[config.mk]
export PLATFORM = sky130hd
export DESIGN_NAME = raster_dispatch
export DESIGN_NICKNAME = d
export VERILOG_FILES = /design/src/rtl/raster_dispatch.sv
export SDC_FILE = /design/constraint.sdc
export NUM_CORES = 1
export LEC_CHECK = 0
export CAP_MARGIN = 20
export CORE_MARGIN = 2
export CORE_UTILIZATION = 35
export CTS_CLUSTER_DIAMETER = 40
export DETAILED_ROUTE_END_ITERATION = 10
export PLACE_DENSITY = 0.52
export SETUP_SLACK_MARGIN = 0.02
export SYNTH_ARGS = -nofsm -noshare
export SYNTH_HDL_FRONTEND = slang
export SYNTH_SLANG_ARGS = --single-unit
[constraint.sdc]
create_clock -name CLK -period 11.7 [get_ports CLK]
set_clock_uncertainty 0.05 [all_clocks]
set_input_delay 2.34 -clock CLK [delete_from_list [all_inputs] [get_ports CLK]]
set_output_delay 2.34 -clock CLK [all_outputs]
set_load 0.005 [all_outputs]
[src/rtl/raster_dispatch.sv]
// Triangle FIFO and bit-serial frame scheduler for the raster unit.
// Optional watchdog enabled by defining RASTER_DISPATCH_TIMEOUT_EN.
module raster_dispatch #(
  parameter int FIFO_DEPTH     = 2,
  parameter int GAP_CYCLES     = 4,
  parameter int TIMEOUT_CYCLES = 2000000
) (
  input  logic         CLK,
  input  logic         RST,
  input  logic         TRI_VALID,
  output logic         TRI_READY,
  input  logic [143:0] TRI_DATA,
  output logic         R_START,
  output logic         R_V0X,
  output logic         R_V0Y,
  output logic         R_C0,
  output logic         R_V1X,
  output logic         R_V1Y,
  output logic         R_C1,
  output logic         R_V2X,
  output logic         R_V2Y,
  output logic         R_C2,
  input  logic         R_DONE,
  output logic         R_RST,
  output logic         BUSY,
  output logic [15:0]  TRI_COUNT,
  output logic         ERR
);

  localparam int PW = (FIFO_DEPTH > 1) ? $clog2(FIFO_DEPTH) : 1;
  localparam int CW = $clog2(FIFO_DEPTH + 1);
  localparam int GW = (GAP_CYCLES > 1) ? $clog2(GAP_CYCLES + 1) : 1;

  typedef enum logic [1:0] {IDLE, SHIFT, WAIT_DONE, GAP} state_t;

  state_t           state_q, state_d;
  logic [PW-1:0]    wr_ptr_q, wr_ptr_d, rd_ptr_q, rd_ptr_d;
  logic [CW-1:0]    count_q, count_d;
  logic [143:0]     mem_q [FIFO_DEPTH];
  logic [8:0][15:0] shift_q, shift_d;
  logic [3:0]       bit_cnt_q, bit_cnt_d;
  logic [GW-1:0]    gap_q, gap_d;
  logic [15:0]      tri_count_q, tri_count_d;
  logic             start_q, start_d;
  logic             push, pop, full, timeout_hit;

  function automatic logic [PW-1:0] next_ptr(input logic [PW-1:0] p);
    return (p == PW'(FIFO_DEPTH - 1)) ? '0 : p + PW'(1);
  endfunction

  assign full      = (count_q == CW'(FIFO_DEPTH));
  assign TRI_READY = !RST && !full;
  assign push      = TRI_VALID && TRI_READY;

  always_comb begin
    wr_ptr_d = wr_ptr_q;
    rd_ptr_d = rd_ptr_q;
    count_d  = count_q;
    if (push) wr_ptr_d = next_ptr(wr_ptr_q);
    if (pop)  rd_ptr_d = next_ptr(rd_ptr_q);
    if (push && !pop)      count_d = count_q + CW'(1);
    else if (!push && pop) count_d = count_q - CW'(1);
  end

  always_comb begin
    state_d     = state_q;
    shift_d     = shift_q;
    bit_cnt_d   = bit_cnt_q;
    gap_d       = gap_q;
    tri_count_d = tri_count_q;
    start_d     = start_q;
    pop         = 1'b0;
    case (state_q)
      IDLE: begin
        if (count_q != '0) begin
          pop       = 1'b1;
          shift_d   = mem_q[rd_ptr_q];
          bit_cnt_d = 4'd0;
          start_d   = 1'b1;
          state_d   = SHIFT;
        end
      end
      SHIFT: begin
        for (int i = 0; i < 9; i++) shift_d[i] = {shift_q[i][14:0], 1'b0};
        bit_cnt_d = bit_cnt_q + 4'd1;
        if (bit_cnt_q == 4'd15) begin
          state_d = WAIT_DONE;
          start_d = 1'b0;
          shift_d = '0;
        end
      end
      WAIT_DONE: begin
        // A real completion wins over a coincident watchdog expiry.
        if (R_DONE) begin
          tri_count_d = tri_count_q + 16'd1;
          gap_d       = GW'(GAP_CYCLES);
          state_d     = (GAP_CYCLES > 0) ? GAP : IDLE;
        end else if (timeout_hit) begin
          gap_d   = GW'(GAP_CYCLES);
          state_d = GAP;
        end
      end
      GAP: begin
        gap_d = gap_q - GW'(1);
        if (gap_q <= GW'(1)) state_d = IDLE;
      end
      default: state_d = IDLE;
    endcase
  end

  always_ff @(posedge CLK) begin
    if (RST) begin
      state_q     <= IDLE;
      wr_ptr_q    <= '0;
      rd_ptr_q    <= '0;
      count_q     <= '0;
      shift_q     <= '0;
      bit_cnt_q   <= '0;
      gap_q       <= '0;
      tri_count_q <= '0;
      start_q     <= 1'b0;
    end else begin
      state_q     <= state_d;
      wr_ptr_q    <= wr_ptr_d;
      rd_ptr_q    <= rd_ptr_d;
      count_q     <= count_d;
      shift_q     <= shift_d;
      bit_cnt_q   <= bit_cnt_d;
      gap_q       <= gap_d;
      tri_count_q <= tri_count_d;
      start_q     <= start_d;
    end
  end

  always_ff @(posedge CLK) begin
    if (push) mem_q[wr_ptr_q] <= TRI_DATA;
  end

`ifdef RASTER_DISPATCH_TIMEOUT_EN
  logic [20:0] to_q, to_d;
  logic        r_rst_q, r_rst_d, err_q, err_d;

  assign timeout_hit = (state_q == WAIT_DONE) && ((to_q + 21'd1) == 21'(TIMEOUT_CYCLES));

  always_comb begin
    to_d    = '0;
    r_rst_d = 1'b0;
    err_d   = err_q;
    if (state_q == WAIT_DONE && !R_DONE) begin
      to_d = to_q + 21'd1;
      if (timeout_hit) begin
        to_d    = '0;
        r_rst_d = 1'b1;
        err_d   = 1'b1;
      end
    end
  end

  always_ff @(posedge CLK) begin
    if (RST) begin
      to_q    <= '0;
      r_rst_q <= 1'b0;
      err_q   <= 1'b0;
    end else begin
      to_q    <= to_d;
      r_rst_q <= r_rst_d;
      err_q   <= err_d;
    end
  end

  assign R_RST = r_rst_q;
  assign ERR   = err_q;
`else
  assign timeout_hit = 1'b0;
  assign R_RST       = 1'b0;
  assign ERR         = 1'b0;
`endif

  assign R_START   = start_q;
  assign R_V0X     = shift_q[8][15];
  assign R_V0Y     = shift_q[7][15];
  assign R_C0      = shift_q[6][15];
  assign R_V1X     = shift_q[5][15];
  assign R_V1Y     = shift_q[4][15];
  assign R_C1      = shift_q[3][15];
  assign R_V2X     = shift_q[2][15];
  assign R_V2Y     = shift_q[1][15];
  assign R_C2      = shift_q[0][15];
  assign BUSY      = (state_q != IDLE) || (count_q != '0);
  assign TRI_COUNT = tri_count_q;

endmodule

## Word-level counts from Yosys, hierarchy flattened

Memories as Yosys holds them, arrays and structs flattened. A register that Yosys moved wholly into a read port is not among the register bits.
Cells that the tools add are included.

| operators by class | value |
|---|---|
| $add $sub $neg | 7 |
| order comparisons | 1 |
| equal/unequal tests | 9 |
| mux-type cells | 25 |
| reduce and logical (&&, ||, !) cells | 20 |

Operator list:

| kind | number |
|---|---|
| $mux W144 | 2 |
| $pmux W144 S2 | 1 |
| $add A16 B1 Y16 const B | 1 |
| $mux W2 | 6 |
| $mux W1 | 10 |
| $reduce_bool A2 Y1 | 5 |
| $ne A2 B2 Y1 const B | 4 |
| $pmux W2 S4 | 1 |
| $pmux W4 S2 | 1 |
| $eq A2 B2 Y1 const B | 3 |
| $pmux W3 S2 | 1 |
| $reduce_and A2 Y1 | 3 |
| $add A4 B1 Y4 const B | 1 |
| $eq A4 B4 Y1 const B | 1 |
| $logic_and A1 B1 Y1 | 4 |
| $logic_not A1 Y1 | 4 |
| $mux W4 | 1 |
| $reduce_and A4 Y1 | 1 |
| $le A3 B1 Y1 const B | 1 |
| $mux W3 | 1 |
| $reduce_and A3 Y1 | 1 |
| $sub A3 B1 Y3 const B | 1 |
| $add A1 B1 Y1 const B | 2 |
| $add A2 B1 Y2 const B | 1 |
| other kinds (5) | 5 |

| word-level totals | value |
|---|---|
| register bits after elaboration | 174 |
| memory bits (writable) | 288 |
| bits of input ports | 148 |
| output and inout port bits | 30 |
| memories kept | 1 |

Memory list:

| memory | depth | bits a word | read ports | clocked after Yosys merged registers in | wr ports | line | source |
|---|---|---|---|---|---|---|---|
| mem_q | 2 | 144 | 1 | 1 | 1 | 39 | `logic [143:0] mem_q [FIFO_DEPTH];` |

## Longest topological paths before layout

| depth | value |
|---|---|
| depth after elaboration | 8 |
| gate-level depth with buffers | 9 |

## Least setup slack after synthesis

Ideal clock, no wire load.

| timing path | value |
|---|---|
| kind | input-to-reg |
| from | in RST |
| to | mem mem_q[0][0] (enable) |
| setup time | 0.667 ns |
| arrival time | 9.129 ns |
| required time | 10.983 ns |
| setup slack | 1.854 ns |
| stages | 2 |
| buffers on the path | 0 |
| path through | a211oi_1 nor2b_1 |

| between the ends | value |
|---|---|
| longest elaborated chain between the ends | 5 |

RTL lines:

| element | line | source |
|---|---|---|
| from (decl) | 9 | `input logic RST,` |
| $logic_not A1 Y1 | 52 | `assign TRI_READY = !RST && !full;` |
| $logic_and A1 B1 Y1 | 52 |  |
| $logic_and A1 B1 Y1 | 53 | `assign push = TRI_VALID && TRI_READY;` |
| $mux W1 | 136 | `if (push) mem_q[wr_ptr_q] <= TRI_DATA;` |
| $mux W1 (implied by the code) | 136 |  |
| to (decl) | 39 |  |

Every way passes these cells.

## Worst setup path in the final report

| timing path | value |
|---|---|
| from | in RST |
| to | out TRI_READY |

| between the ends | value |
|---|---|
| longest elaborated chain between the ends | 2 |

RTL lines:

| element | line | source |
|---|---|---|
| $logic_not A1 Y1 | 52 |  |
| $logic_and A1 B1 Y1 | 52 |  |
| to (decl) | 11 | `output logic TRI_READY,` |

Every way passes these cells.

==> results by group <==
Final layout
  – Register area: between 10,000 and 15,000 µm²
  – Area of the multi-input gates: 5160 µm²
  – Fillers: 4,590
  – Area delta synth->final: 26.4%
  – Nets@finish: 1,727
  – Layout cell share with drive strength beyond 1: 9.84%

Drt
  – Final Routed Wirelength: 40,400 µm
  – First-pass DRT Iterations: 4
  – Vias/cell: 4.92
  – Vias: 11,300
  – DRT iter0 DRCs: 766
  – Residual DRC count: 0
  – Wire per inst: 17.6 µm
  – Post-route ant nets: 0

Die
  – Std-Cell Rows: 82
  – Starting Density: 35.4%
  – IO Pins: 178
  – Die outline width: ~230 µm
  – Full die area: between 50,000 and 60,000 µm²
  – Core area: 50,200 µm²
  – Die Height: 229 µm

Placed design
  – DP HPWL: around 23,000 µm
  – Placer Congestion: 0.702
  – Port bufs: 175

Global routing
  – Initial antenna violation count: 2
  – Pin count of the biggest net entering global routing: roughly 120
  – Number of global-route vias before repair: 11,300
  – Total global routing overflow: 0
  – First-pass GRT wire length: 63,700 µm
  – Total GRT Usage: 15.5%

Critical path
  – Worst reg-to-reg setup slack: 8.28 ns
  – CP Launch Type: primary input
  – Worst Setup End Kind: primary output
  – Critical path class: in -> out
  – Req. time, crit path: 9.31 ns
  – Arrival @ worst endpoint: between 3 and 4 ns
  – Crit Path Max Fanout: about 120

Synthesis
  – Mapped cell area: 17,800 µm²
  – Post-synth top area share: between 40% and 50%
  – EDFF count, synth: 288
  – FF+latch count, synth: 463
  – Top post-synthesis cells by area: edfxtp_1, dfxtp_1, mux2i_1, nor2_1, a211oi_1
  – Sequential share of the synthesized area: 68.3%
  – Synthesized instance count: 1,404
  – Warnings from Yosys: 0
  – Netlist cell types: 39
  – Async SR Flop Fraction: 0%
  – Top_reg_cell synth: edfxtp_1
  – Post-synth top area cell: edfxtp_1
  – Syn Area/Cell: 12.7 µm²

Timing
  – Hold Vio Cnt, Final: 0
  – Hold Slack: 0.413 ns
  – Minimum clock period: 5.92 ns
  – Final count of negative-setup-slack endpoints: 0
  – RSZ-0062 raised after global routing: false
  – Setup TNS: 0 ns
  – FMAX: 169 MHz
  – Max Slew Vio Count: 0
  – Least-Margin Pin Slew: 1.01 ns
  – Final period utilization: 50.6%
  – Rel. slew slack: 32.9%

Clock network
  – Post-CTS sizing: 0
  – Setup Fix Bufs, Post-CTS: 0
  – CTS tree: yes
  – Clk slew on worst S/H paths: 0.05 ns
  – Clock Tree Buf Depth: 3
  – H-tree Lvls: 3
  – CTS Sinks: between 400 and 500
  – CTS Buf Count: 71
  – Hold_buf cts: 0
  – Skew-Pair Late Insertion Delay: 0.58 ns
  – Root buffer cell: clkbuf_16

Power
  – PD cells: 265 nW/µm²
  – Peak supply drop: around 0.22 mV
  – Lkg Pwr: 7.67 nW

Job
  – Max-capacitance violation count: 0

Outcome
  – Status: completed

Worst hold path
  – Hold WC Path Type: reg -> reg
where the power goes:
part / total, W / switching, W / internal, W
clock network: 0.00205 / 0.000738 / 0.00131
logic: 0.00175 / 0.00109 / 0.000659
registers: 0.00217 / 0.000147 / 0.00202
total: 0.00596 / 0.00197 / 0.00399
layout by cell type, fill, tap and decap left out, drive strengths merged, types with 7 or more instances in the layout:
| cell type | synthesis | routed |
|---|---|---|
| mux2 | 18 | 18 |
| a21oi | 15 | 15 |
| clkbuf | 52 | 93 |
| mux2i | 130 | 130 |
| o21ai | 8 | 8 |
| xor2 | 10 | 10 |
| nor3 | 132 | 132 |
| inv | 12 | 20 |
| ha | 10 | 10 |
| a22oi | 17 | 17 |
| a211oi | 130 | 130 |
| nand2 | 8 | 8 |
| clkinvlp | 0 | 9 |
| buf | 48 | 17 |
| clkinv | 0 | 15 |
| dfxtp | 175 | 175 |
| clkdlybuf4s50 | 0 | 174 |
| edfxtp | 288 | 288 |
| nor2 | 293 | 293 |
| nand2b | 7 | 7 |
| nand3 | 17 | 17 |
worst max-delay path, cell delays in order:
cell and delay, ns:
buf_6 0.61, a21oi_1 0.08, clkdlybuf4s50_1 0.49
synth_stat cells, types with 2 or more instances:
library cell  count
ha_1             10
nand3_1          17
a31o_2            2
xor2_1           10
a22oi_1          17
inv_1            12
nor2b_1           3
buf_2            32
clkbuf_1         52
a211oi_1        130
nor2_1          291
mux2_2           18
buf_4            13
and2_1            4
mux2i_1         130
edfxtp_1        288
dfxtp_1         175
o21ai_0           7
nand2b_1          7
nor3_1          132
a21oi_1          15
nand2_1           8
xnor2_1           6
nand4_1           6
nor4_1            2
buf_1             3
nor2_2            2
kinds of logic after synthesis:
family | count (synthesis) | share of synthesized area [%]
compound gates | 176 | 7.16
xor+xnor | 16 | 0.788
fa+ha+maj | 10 | 0.704
buf+inv | 112 | 2.86
flops | 463 | 68.3
mux | 148 | 8.46
other cells | 1 | 0.0211
simple gates | 478 | 11.7
final timing paths:
| path | depth (start not counted) | end | from |
|---|---|---|---|
| hold / removal | 2 | shift_q[99] | shift_q[98] |
| setup / recovery | 3 | TRI_READY | RST |
| hold reg to reg | 2 | shift_q[99] | shift_q[98] |
| setup reg to reg | 9 | shift_q[62] | state_q[1] |
layer usage:
metal	track usage (%)	vias to the layer above	wire [µm]
li1	-	5494	-
met1	20.6	5537	18800
met2	24.8	227	19100
met3	3.19	51	1670
met4	5.97	0	914
met5	0	-	0
state kept, by name (all words and copies together) (netlist names), 2 cells and up, named ones only:
| name | cells |
|---|---|
| shift_q | 135 |
| mem_q | 288 |
| bit_cnt_q | 4 |
| TRI_COUNT | 16 |
| state_q | 2 |
| gap_q | 3 |
| count_q | 2 |
through the flow:
stage	total power (W)	worst slack [ns]	util (%)	std cells	instance area (µm²)
after floorplan	0.00349	1.85	-	1405	17800
final	0.00596	5.78	44.8	2300	22500
after global placement	0.00391	5.65	40.0	2166	20100
after global routing	0.00636	5.61	44.8	2299	22500
after CTS	0.00604	5.67	44.7	2297	22400
after detailed placement	0.00396	5.67	40.0	2167	20100
final cells by class:
| class | instances | area share (%) |
|---|---|---|
| Clock inverter | 37 | 1.69 |
| Multi-Input combinational cell | 830 | 23.0 |
| Antenna cell | 2 | 0.0223 |
| Timing Repair Buffer | 191 | 8.51 |
| Sequential cell | 463 | 54.1 |
| Clock buffer | 93 | 8.78 |
| Tap cell | 672 | 3.74 |
| Inverter | 12 | 0.200 |
(Power assumes the default switching activity.)
==> edit (same settings) <==
The option `RASTER_DISPATCH_TIMEOUT_EN` is turned on by a define.
--- a/src/rtl/raster_dispatch.sv
+++ b/src/rtl/raster_dispatch.sv
@@ -1,5 +1,7 @@
 // Triangle FIFO and bit-serial frame scheduler for the raster unit.
 // Optional watchdog enabled by defining RASTER_DISPATCH_TIMEOUT_EN.
+`define RASTER_DISPATCH_TIMEOUT_EN
+
 module raster_dispatch #(
   parameter int FIFO_DEPTH     = 2,
   parameter int GAP_CYCLES     = 4,
Function: no difference found for any inputs over 10 cycles, from zero or initial values and one cycle with RST high; that may be too few to reach the edited logic, so the function may still have changed.
==> edit against the unedited design <==
Area after synthesis up 5.0%; combinational power down 14%; power shrank 1.5%; cell area grew 4.6%; critical path depth unchanged; setup slack got worse by 0.26 ns; largest power group unchanged; sequential cell count is 23 higher; global-route usage barely moved; via count increased by 5.7%; wire length grew 7.0%.
==> edit: results (changes against the unedited design) <==
- Worst r2r path cells: 8 (-1)
- RePlAce Congestion: 0.717 (+2.1%)
- Met2 WL post-DR: 21100 um (+11%)
- Arrival @ worst endpoint: 3.79 ns (+0.26 ns)
- First-pass GRT wire length: 68000 um (+6.8%)
- Met2 usage: 0.262 (+0.0140)
- FF-to-FF setup slack: 7.49 ns (-0.79 ns)
- Post-synthesis cell type count: 51 (+31%)
- Comb. pwr: 1.51 mW (-14%)
- Initial drt markers: 659 (-14%)
- Synth area leaders: edfxtp_1 46%, dfxtp_1 21%, mux2_2 8.3%
- Cells after Synth: 1412 (+0.57%)
- Worst Min Path Start: ERR
- PortBufs: 177 (+1.1%)
- Layout cells sized above 1: 0.181 (+0.0824)
- Largest net degree at the start of global routing: 121 (+2.5%)
- Yosys reg bits: 486 (+5.0%)
- Pwr Total: 5.87 mW (-1.5%)
- Number of fillers in the final layout: 4772 (+4.0%)
- Non-CTS buffers: 190 (-0.52%)
- Lkg Pwr: 7.86 nW (+2.5%)
- Status: finished clean
- Hpwl dp: 24300 um (+6.5%)
- Diodes inserted: 0 (-2)
- Inst Count DP: 2187 (+0.92%)
- # nets final: 1735 (+0.46%)
- Initial antenna violation count: 3 (+1)
- Clock buffers: 90 (-3.2%)
- Uppermost routed layer: met5
- Met3 Usage GRT: 0.0321 (+0.000200)
- Pre-CTS setup slack: 5.45 ns (-0.226 ns)
- WL per Instance: 18.6 um (+5.8%)
- Tmin final: 6.18 ns (+0.262 ns)
- Vias in the first global route: 12164 (+7.5%)
- Worst vdd ir: 0.131 mV (-40%)
- Top cells by count, synth: 288 x edfxtp_1, 200 x nor2_1, 198 x dfxtp_1
- Clock buf/inv share: 0.105 (about the same)
- Buffering overhead: 0.0795 (-0.00558)
- Number of non-clock inverters: 15 (+3)
- CTS buffer count: 74 (+4.2%)
edit: cell count changes after synthesis, moves of 9 or more:
cell      unedited run  this run
a211oi_1           130         1
a221oi_1             1       135
buf_2               32         4
buf_4               13         1
clkbuf_1            52        93
dfxtp_1            175       198
mux2_2              18       137
mux2i_1            130        10
nand2_1              8        19
nor2_1             291       200
nor3_1             132       141
xor2_1              10        21
edit: worst min path at each step:
stage / end
finish: ERR
global route: ERR
CTS: ERR
detailed placement: ERR
global placement: gap_q[1]
floorplan: gap_q[1]
edit: kinds of logic (layout without fill, tap and decap cells):
family | count (synthesis) | count (layout) | synth area share
flops | 486 | 486 | 0.675
mux | 147 | 147 | 0.0880
simple gates | 427 | 427 | 0.107
fa+ha+maj | 12 | 12 | 0.00804
buf+inv | 118 | 343 | 0.0242
xor+xnor | 31 | 31 | 0.0145
compound gates | 191 | 191 | 0.0831
edit: critical path, stage by stage:
cell,delay [ns]
buf_6,0.65
a21oi_1,0.22
clkdlybuf4s50_1,0.52
